<file path="src/rtl/sobel_pkg.sv">
// Shared definitions for the Sobel datapath: default BRAM geometry and the
// reader FSM state encoding.
package sobel_pkg;

  localparam int DEF_DATA_WIDTH = 8;
  localparam int DEF_ADDR_WIDTH = 16;

  typedef enum logic [1:0] {
    S_IDLE = 2'd0,
    S_RUN  = 2'd1,
    S_DONE = 2'd2
  } state_t;

endpackage

</file>
<file path="src/rtl/sync_fifo2.sv">
// Two-entry synchronous FIFO with occupancy count; a push and a pop in the
// same cycle leave the occupancy unchanged.
module sync_fifo2 #(
  parameter int DATA_WIDTH = 8
) (
  input  logic                  clk,
  input  logic                  rst,
  input  logic                  i_push,
  input  logic [DATA_WIDTH-1:0] i_data,
  input  logic                  i_pop,
  output logic [DATA_WIDTH-1:0] o_data,
  output logic                  o_empty,
  output logic [1:0]            o_count
);

  logic [DATA_WIDTH-1:0] r_mem [2];
  logic                  r_wr_ptr;
  logic                  r_rd_ptr;
  logic [1:0]            r_count;
  logic                  w_pop;

  assign w_pop   = i_pop & (r_count != 2'd0);
  assign o_data  = r_mem[r_rd_ptr];
  assign o_empty = (r_count == 2'd0);
  assign o_count = r_count;

  always_ff @(posedge clk) begin
    if (rst) begin
      r_mem[0] <= '0;
      r_mem[1] <= '0;
      r_wr_ptr <= 1'b0;
      r_rd_ptr <= 1'b0;
      r_count  <= 2'd0;
    end else begin
      if (i_push) begin
        r_mem[r_wr_ptr] <= i_data;
        r_wr_ptr        <= ~r_wr_ptr;
      end
      if (w_pop) begin
        r_rd_ptr <= ~r_rd_ptr;
      end
      r_count <= r_count + {1'b0, i_push} - {1'b0, w_pop};
    end
  end

endmodule

</file>
<file path="src/rtl/bram_image_reader.sv">
// Streams N pixels out of the result DPBRAM as a valid/ready stream with last.
// Optional running pixel sum enabled by BRAM_IMAGE_READER_CHECKSUM_EN.
//
// state  | meaning
// S_IDLE | waiting for i_start
// S_RUN  | issuing reads and streaming pixels out
// S_DONE | one-cycle completion pulse, then back to idle
module bram_image_reader
  import sobel_pkg::*;
#(
  parameter int DATA_WIDTH   = DEF_DATA_WIDTH,
  parameter int ADDR_WIDTH   = DEF_ADDR_WIDTH,
  parameter int IMAGE_WIDTH  = 100,
  parameter int IMAGE_HEIGHT = 100
) (
  input  logic                  clk,
  input  logic                  rst,
  input  logic                  i_start,
  input  logic [ADDR_WIDTH-1:0] i_num_cnt,
  output logic                  o_idle,
  output logic                  o_busy,
  output logic                  o_done,
  output logic                  o_ce,
  output logic                  o_we,
  output logic [ADDR_WIDTH-1:0] o_addr,
  input  logic [DATA_WIDTH-1:0] i_q,
  output logic                  o_valid,
  output logic [DATA_WIDTH-1:0] o_data,
  output logic                  o_last,
  input  logic                  i_ready
`ifdef BRAM_IMAGE_READER_CHECKSUM_EN
  ,output logic [DATA_WIDTH+ADDR_WIDTH-1:0] o_checksum
`endif
);

  // A full default image must be expressible in the count width.
  if (IMAGE_WIDTH * IMAGE_HEIGHT >= (1 << ADDR_WIDTH)) begin : g_image_too_large
  end

  state_t                r_state;
  state_t                w_state_nxt;
  logic [ADDR_WIDTH-1:0] r_count;
  logic [ADDR_WIDTH-1:0] r_issue_cnt;
  logic [ADDR_WIDTH-1:0] r_accept_cnt;
  logic [ADDR_WIDTH-1:0] r_addr;
  logic                  r_ce_d;
  logic                  w_start_ok;
  logic                  w_issue;
  logic                  w_accept;
  logic                  w_last;
  logic                  w_fifo_empty;
  logic [1:0]            w_fifo_cnt;
  logic [2:0]            w_slots_used;

  // A beat leaving this cycle frees its slot, which sustains one pixel/cycle.
  assign w_slots_used = 3'(w_fifo_cnt) + 3'(r_ce_d) - 3'(w_accept);
  assign w_issue      = (r_state == S_RUN) && (r_issue_cnt < r_count) &&
                        (w_slots_used < 3'd2);
  assign w_accept     = o_valid & i_ready;
  assign w_last       = (r_accept_cnt == r_count - ADDR_WIDTH'(1));

  assign o_ce    = w_issue;
  assign o_we    = 1'b0;
  assign o_addr  = w_issue ? r_issue_cnt : r_addr;
  assign o_valid = ~w_fifo_empty;
  assign o_last  = o_valid & w_last;

  sync_fifo2 #(
    .DATA_WIDTH(DATA_WIDTH)
  ) u_fifo (
    .clk    (clk),
    .rst    (rst),
    .i_push (r_ce_d),
    .i_data (i_q),
    .i_pop  (w_accept),
    .o_data (o_data),
    .o_empty(w_fifo_empty),
    .o_count(w_fifo_cnt)
  );

  always_comb begin
    w_state_nxt = r_state;
    w_start_ok  = 1'b0;
    o_idle      = 1'b0;
    o_busy      = 1'b0;
    o_done      = 1'b0;
    case (r_state)
      S_IDLE: begin
        o_idle = 1'b1;
        if (i_start) begin
          w_start_ok  = 1'b1;
          w_state_nxt = (i_num_cnt != '0) ? S_RUN : S_DONE;
        end
      end
      S_RUN: begin
        o_busy = 1'b1;
        if (w_accept && o_last) w_state_nxt = S_DONE;
      end
      S_DONE: begin
        o_done      = 1'b1;
        w_state_nxt = S_IDLE;
      end
      default: w_state_nxt = S_IDLE;
    endcase
  end

  always_ff @(posedge clk) begin
    if (rst) begin
      r_state      <= S_IDLE;
      r_count      <= '0;
      r_issue_cnt  <= '0;
      r_accept_cnt <= '0;
      r_addr       <= '0;
      r_ce_d       <= 1'b0;
    end else begin
      r_state <= w_state_nxt;
      r_ce_d  <= w_issue;
      if (w_start_ok) begin
        r_count      <= i_num_cnt;
        r_issue_cnt  <= '0;
        r_accept_cnt <= '0;
      end
      if (w_issue) begin
        r_issue_cnt <= r_issue_cnt + ADDR_WIDTH'(1);
        r_addr      <= r_issue_cnt;
      end
      if (w_accept) r_accept_cnt <= r_accept_cnt + ADDR_WIDTH'(1);
    end
  end

`ifdef BRAM_IMAGE_READER_CHECKSUM_EN
  logic [DATA_WIDTH+ADDR_WIDTH-1:0] r_checksum;

  assign o_checksum = r_checksum;

  always_ff @(posedge clk) begin
    if (rst || w_start_ok) begin
      r_checksum <= '0;
    end else if (w_accept) begin
      r_checksum <= r_checksum + (DATA_WIDTH+ADDR_WIDTH)'(o_data);
    end
  end
`endif

endmodule

</file>
<file path="config.mk">
export PLATFORM = sky130hd
export DESIGN_NAME = bram_image_reader
export DESIGN_NICKNAME = d
export VERILOG_FILES = /design/src/rtl/sobel_pkg.sv /design/src/rtl/sync_fifo2.sv /design/src/rtl/bram_image_reader.sv
export SDC_FILE = /design/constraint.sdc
export NUM_CORES = 1
export LEC_CHECK = 0
export CORE_MARGIN = 1.5
export CORE_UTILIZATION = 40
export DETAILED_ROUTE_END_ITERATION = 16
export HOLD_SLACK_MARGIN = 0.03
export PLACE_DENSITY = 0.59
export SYNTH_ARGS = -nofsm -noshare
export SYNTH_HDL_FRONTEND = slang
export SYNTH_SLANG_ARGS = --single-unit
</file>
<file path="constraint.sdc">
create_clock -name clk -period 6.6 [get_ports clk]
set_input_delay 0.99 -clock clk [delete_from_list [all_inputs] [get_ports clk]]
set_output_delay 0.99 -clock clk [all_outputs]
set_load 0.005 [all_outputs]
</file>
==> qor.yml, run 1 <==
wirelength_mm: 11.4
post_cts_buffers: 0
clkLatencyLatePin_ns: 0.35
vias: 4105
finalCritPeriodShare: 0.908
synth-seq-cells: 88
yosysTopAreaCell: "dfxtp_1"
worst_pin_slew_ns: 1.04
layout.nets: 642
coreArea_mm2: 0.0120
synth_cell_types: 62
critPathArrivalTime_ns: 5.00
clk_path_buf_depth: 2
drt_first_pass_iters: 5
crit_type: "in2out"
diodes: 0
async_reset_ff_frac: 0
grt_max_degree: 77
power_density_mw_per_mm2: 256
slew_headroom: 0.304
worstPathRequired_ns: 5.61
fin_crit_ns: 5.99
die_w_um: 114
cp-end-kind: "output port"
holdWs_ns: 0.509
rsz0062_at_grt: "false"
initial_core_util: 0.410
critPathMaxFanout: 30
postCtsHoldBufs: 0
place_congestion: 0.799
dpl.hpwl_mm: 7.99
grt_pass1_vias: 3922
dp.cells: 729
r2r_start: "u_fifo.o_count[1]$_SDFF_PP0_"
setup_viol: 0
fin_skew_ns: 0.0108
irDropWorstVdd_uv: 131
tns_ns: 0
dieArea_mm2: 0.0129
max_cap_viol_count: 0
regArea_mm2: 0.00192
syn_inst: 548
max_freq_ghz: 0.167
htree_levels: 3
synth.area.top_cells: "dfxtp_1 (29%), edfxtp_1 (9.8%), ha_1 (5.1%), mux2_2 (5.1%), nand3_1 (4.6%)"
multi_input_area_mm2: 0.00269
cts_tree: "done"
fin_util: 0.483
slew_viol_final: 0
seq_area_frac_synth: 0.392
drc: 0
cts_resized: 0
rows: 40
critPathLaunchType: "input port"
die_h_um: 114
antenna_found_initial: 0
syn_avg_cell_area_um2: 8.94
ant_nets: 0
clk_root_buffer_cell: "clkbuf_16"
synth_fp_nets: 597
hold_viol: 0
n_fill_cell: 1156
hp-class: "reg2reg"
drtIter0Drc: 242
cts_inserted_buffers: 9
crit_path_start: "i_ready"
grt_usage: 0.186
grt_pass1_wl_mm: 19.1
synth_edf_count: 16
synth.top_cell.area_share: 0.294
cts_sinks: 88
area_growth_pct: 18.0
ys_warn_count: 0
status: "finished clean"
clk_pin_slew_worst_paths_ns: 0.06
drive_above_1_share: 0.102
hp-start: "r_count[11]$_SDFFE_PP0P_"
vias_per_cell: 5.51
io_pins: 59
gr-total-overflow: 0
wl_per_cell_um: 15.3
p_leak_nw: 2.16
netlist_area_mm2: 0.00490
io_buffers: 57
pre_cts_ws_ns: 0.577
synth_ff_type: "dfxtp_1"
timing.final.ws_setup_ns: 0.609
fin_cells: 745
-- path summary, 6_finish.rpt --
check / to / slack [ns] / cells past startpoint
worst max-delay path: o_addr[6] / 0.61 / 16
worst min-delay path: r_count[11]$_SDFFE_PP0P_ / 0.51 / 2
worst max register to register: r_issue_cnt[10]$_SDFFE_PP0P_ / 2.67 / 16
worst min register to register: r_count[11]$_SDFFE_PP0P_ / 0.51 / 2
-- per-layer routing --
| layer | global-route usage | part of all wire | vias up |
|---|---|---|---|
| met3 | 0.0345 | 0.049 | 8 |
| met1 | 0.250 | 0.47 | 1953 |
| met4 | 0.0750 | 0.0087 | 0 |
| met5 | 0 | 0 | - |
| li1 | - | - | 2050 |
| met2 | 0.296 | 0.47 | 94 |
-- through the flow --
step / power (mW) / instance area [um^2]
final: 1.48 / 5780
after global routing: 1.56 / 5780
after CTS: 1.50 / 5780
after detailed placement: 1.00 / 5500
after global placement: 0.992 / 5500
after floorplan: 0.889 / 4900
-- cell usage after synthesis (3+ instances only) --
cell type  number
a21o_1          8
a21oi_1        34
a311oi_1        4
a31oi_1        19
a41oi_1         3
and2_1         17
and3_1          4
buf_2           3
buf_6           5
clkbuf_1       15
clkbuf_8        4
dfxtp_1        72
edfxtp_1       16
ha_1           20
inv_1          23
mux2_1          5
mux2_2         22
nand2_1        53
nand2b_1        3
nand3_1        45
nand3b_1        3
nand4_1        10
nor2_1         28
nor2b_1        25
nor3_1          7
nor3b_1         3
nor4_1          7
o21ai_0        12
or2_2           7
or3_1          14
xnor2_1        11
xor2_1          9
-- state kept, by name (all words and copies together), names as in the netlist, 2 cells and up, named ones only --
register,count
r_accept_cnt,16
r_addr,16
r_count,16
r_issue_cnt,16
u_fifo.r_mem,16
r_state,2
u_fifo.o_count,2
-- layout make-up --
cell class              count  area share
clock buffers              12      0.0444
clock inverters             4     0.00519
inverters                  24      0.0156
multi-input cells         407       0.465
flip-flops and latches     88       0.332
well taps                 147      0.0318
repair buffers             63       0.106
-- logic make-up after synthesis --
kind of cell	Yosys count	share of synthesized area
xor gates and xnor gates	21	0.0406
buffers and inverters	53	0.0587
adders and majority gates	21	0.0552
and+or+nand+nor	240	0.264
other	1	0.000766
DFF	88	0.392
muxes	28	0.0641
AOI/OAI and AO/OA	96	0.124
-- worst max-delay path: stages --
cell and delay (ns):
clkdlybuf4s50_1 0.46, o21ai_0 0.08, buf_4 0.19, inv_1 0.31, ha_1 0.30, inv_1 0.06
ha_1 0.13, inv_1 0.05, fa_1 0.37, xnor2_1 0.13, nand4b_1 0.10, a21oi_1 0.05
o21ai_0 0.08, a21o_1 0.80, mux2_2 0.43, clkdlybuf4s50_1 0.45
-- report_power, final --
part           switching (mW)  internal, mW  total, mW
Clock                   0.217         0.277      0.493
Sequential             0.0387         0.583      0.622
Combinational           0.191         0.174      0.365
Total                   0.447          1.03       1.48
-- cell usage in the layout (no fill, tap or decap), drive strengths merged, types with 3 or more instances in the layout --
cell type	synthesis	final
xor2	9	9
nand3b	3	3
nor3b	3	3
or2	7	7
clkbuf	19	12
or3	14	14
a31oi	19	19
o21ai	13	13
nand2b	3	3
nor3	9	9
nor2	28	28
buf	10	7
nor4	8	8
dfxtp	72	72
and3	4	4
a21oi	34	34
a311oi	4	4
a21o	8	8
a41oi	3	3
clkdlybuf4s50	0	56
nand4	10	10
mux2	27	27
and4	3	3
edfxtp	16	16
ha	20	20
inv	23	23
xnor2	11	11
nand2	53	53
nand3	46	46
nor2b	25	25
clkinv	1	4
and2	18	18
Power figures use the tool's default switching activity.
==> run 2, diff against run 1 <==
CORE_UTILIZATION = 60   (was 40)
PLACE_DENSITY = 0.84   (was 0.59)
==> run 2 against run 1 <==
Clock power decreased by 23%. Die area fell by 33%. Worst hold slack better by 0.012 ns. Highest routed layer unchanged. Largest power group unchanged. Sequential cell count unchanged. Critical path depth up 1. Non-clock buffer count fell by 2. Maximum frequency is 3.4% higher. Global-route usage increased by 7.4 points. Clock skew hardly changed. Utilization rose by 24 points. Critical path type unchanged. Critical endpoint is now o_addr[0]. Cell count shrank 6.3%.
==> qor.yml, run 2 (synthesis gave the netlist of run 1 again) <==
grt_pass1_wl_mm: 17.8  # was 19.1 mm
holdWs_ns: 0.520  # was 0.509 ns
clk_pin_slew_worst_paths_ns: 0.09  # was 0.06 ns
place_congestion: 0.829  # was 0.799
die_w_um: 93.4  # was 114 um
cp-end-kind: "output port"  # unchanged
pwr-share-clk: 0.280  # was 0.333
status: "finished clean"  # unchanged
hp-start: "r_count[15]$_SDFFE_PP0P_"  # was r_count[11]$_SDFFE_PP0P_
clk_root_buffer_cell: "clkbuf_8"  # was clkbuf_16
critPathArrivalTime_ns: 4.81  # was 5.00 ns
drt_first_pass_iters: 4  # was 5
diodes: 0  # unchanged
cpPeakStageDelay_ns: 0.46  # was 0.80 ns
path_buf_inv: 7  # was 6
clkLatencyLatePin_ns: 0.37  # was 0.35 ns
p_int_uw: 928  # was 1.03 mW
hold_depth: 2  # unchanged
max_cap_viol_count: 0  # unchanged
rsz0062_at_grt: "false"  # unchanged
clk_path_buf_depth: 2  # unchanged
worstPathRequired_ns: 5.61  # about the same
r2r_start: "u_fifo.o_count[1]$_SDFF_PP0_"  # unchanged
fin_skew_ns: 0.0104  # was 0.0108 ns
drc: 0  # unchanged
rows: 32  # was 40
p_leak_nw: 2.11  # was 2.16 nW
grt_max_degree: 77  # unchanged
final_cell_mix: "dfxtp_1 (72), clkdlybuf4s50_1 (56), nand2_1 (53)"  # unchanged
io_buffers: 57  # unchanged
power_density_mw_per_mm2: 242  # was 256 mW/mm^2
layout_commonest_cell: "dfxtp_1"  # unchanged
r2r_cells: 16  # unchanged
vias: 4104  # was 4105
slew_headroom: 0.425  # was 0.304
cts_sinks: 88  # unchanged
r2r_slack_ns: 2.98  # was 2.67 ns
cpMostUsedCell: "inv_1"  # unchanged
cts_inserted_buffers: 9  # unchanged
ant_nets: 0  # unchanged
setup_viol: 0  # unchanged
postCtsHoldBufs: 0  # unchanged
crit_type: "in2out"  # unchanged
drive_above_1_share: 0.0990  # was 0.102
max_freq_ghz: 0.173  # was 0.167 GHz
power_frac_seq: 0.457  # was 0.420
slew_viol_final: 0  # unchanged
fin_crit_ns: 5.80  # was 5.99 ns
dieArea_mm2: 0.00872  # was 0.0129 mm^2
hold_viol: 0  # unchanged
rr_endpoint: "r_addr[14]$_SDFF_PP0_"  # was r_issue_cnt[10]$_SDFFE_PP0P_
hp-class: "reg2reg"  # unchanged
post_cts_buffers: 0  # unchanged
io_pins: 59  # unchanged
net-switching-power_uw: 433  # was 447 uW
cpLargestDelayFamily: "buffers and inverters"  # unchanged
coreArea_mm2: 0.00781  # was 0.0120 mm^2
wirelength_mm: 10.9  # was 11.4 mm
layout.nets: 640  # was 642
combPwrFrac: 0.263  # was 0.247
vias_per_cell: 5.88  # was 5.51
antenna_found_initial: 0  # unchanged
cts_tree: "done"  # unchanged
sw_frac_of_total: 0.318  # was 0.302
dpl.hpwl_mm: 7.67  # was 7.99 mm
critPathLaunchType: "input port"  # unchanged
grt_usage: 0.260  # was 0.186
worst_pin_slew_ns: 0.861  # was 1.04 ns
grt_pass1_vias: 3847  # was 3922
initial_core_util: 0.627  # was 0.410
irDropWorstVdd_uv: 215  # was 131 uV
cts_resized: 0  # unchanged
cp_slowest_cell: "clkdlybuf4s50_1"  # was a21o_1
drtIter0Drc: 207  # was 242
die_h_um: 93.4  # was 114 um
critPathMaxFanout: 39  # was 30
htree_levels: 3  # unchanged
hold_end: "r_count[15]$_SDFFE_PP0P_"  # was r_count[11]$_SDFFE_PP0P_
finalCritPeriodShare: 0.878  # was 0.908
tns_ns: 0  # unchanged
wl_per_cell_um: 15.6  # was 15.3 um
gr-total-overflow: 0  # unchanged
area_growth_pct: 14.8  # was 18.0%
path_cells: "clkdlybuf4s50_1 > o21ai_0 > buf_4 > inv_1 > ha_1 > inv_1 > ha_1 > inv_1 > fa_1 > xnor2_1 > nand4b_1 > a21oi_1 > o21ai_0 > a21o_1 > buf_4 > mux2_2 > clkdlybuf4s50_1"  # was clkdlybuf4s50_1 > o21ai_0 > buf_4 > inv_1 > ha_1 > inv_1 > ha_1 > inv_1 > fa_1 > xnor2_1 > nand4b_1 > a21oi_1 > o21ai_0 > a21o_1 > mux2_2 > clkdlybuf4s50_1
run 2: changes by cell type in the layout (fill, tap and decap cells not counted), moves of 2 or more:
| cell | previous run | this run |
|---|---|---|
| clkbuf_8 | 2 | 9 |
| buf_4 | 6 | 4 |
| clkbuf_16 | 9 | 0 |
| inv_6 | 0 | 3 |
run 2: layout make-up:
cell class | count | area (um^2)
sequential | 88 | 1920
tap | 102 | 128
fill | 608 | 2180
clock buffer | 9 | 124
clock inverter | 7 | 76.3
inverter | 24 | 90.1
timing repair buffer | 61 | 596
multi-input combinational | 407 | 2690
run 2: tightest hold or removal path, stage by stage, from the launching register on:
cell,delay [ns]
dfxtp_1,0.35
nand2_1,0.07
a21oi_1,0.06
run 2: metrics by stage:
step	utilization	cells	cell area (um^2)	power (mW)	worst slack [ns]
5_1_grt	0.720	698	5620	1.43	0.573
3_3_place_gp	0.695	682	5420	0.971	0.948
3_5_place_dp	0.695	682	5420	0.987	0.831
4_1_cts	0.720	698	5620	1.36	0.813
6_report	0.720	698	5620	1.36	0.804
2_1_floorplan	-	548	4900	0.889	2.15
run 2: routing by layer:
metal,wire (um),vias to the layer above,global-route usage
met3,436,14,0.0439
met1,4930,1951,0.334
li1,-,2039,-
met4,159,0,0.101
met5,0,-,0
met2,5350,100,0.435
run 2: worst max-delay path by stage:
stage / start / end / cells past startpoint
final: i_ready / o_addr[0] / 17
after global routing: i_ready / o_addr[0] / 17
after CTS: i_ready / o_addr[0] / 17
after detailed placement: i_ready / o_addr[0] / 17
after global placement: i_ready / o_addr[12] / 17
after floorplan: i_ready / o_addr[3] / 16
run 2: power groups by stage:
| stage | registers, mW | logic (mW) | clock network, mW |
|---|---|---|---|
| after global routing | 0.627 | 0.393 | 0.406 |
| after global placement | 0.631 | 0.340 | 0 |
| final | 0.621 | 0.358 | 0.381 |
| after detailed placement | 0.634 | 0.353 | 0 |
| after floorplan | 0.616 | 0.273 | 0 |
| after CTS | 0.621 | 0.357 | 0.385 |
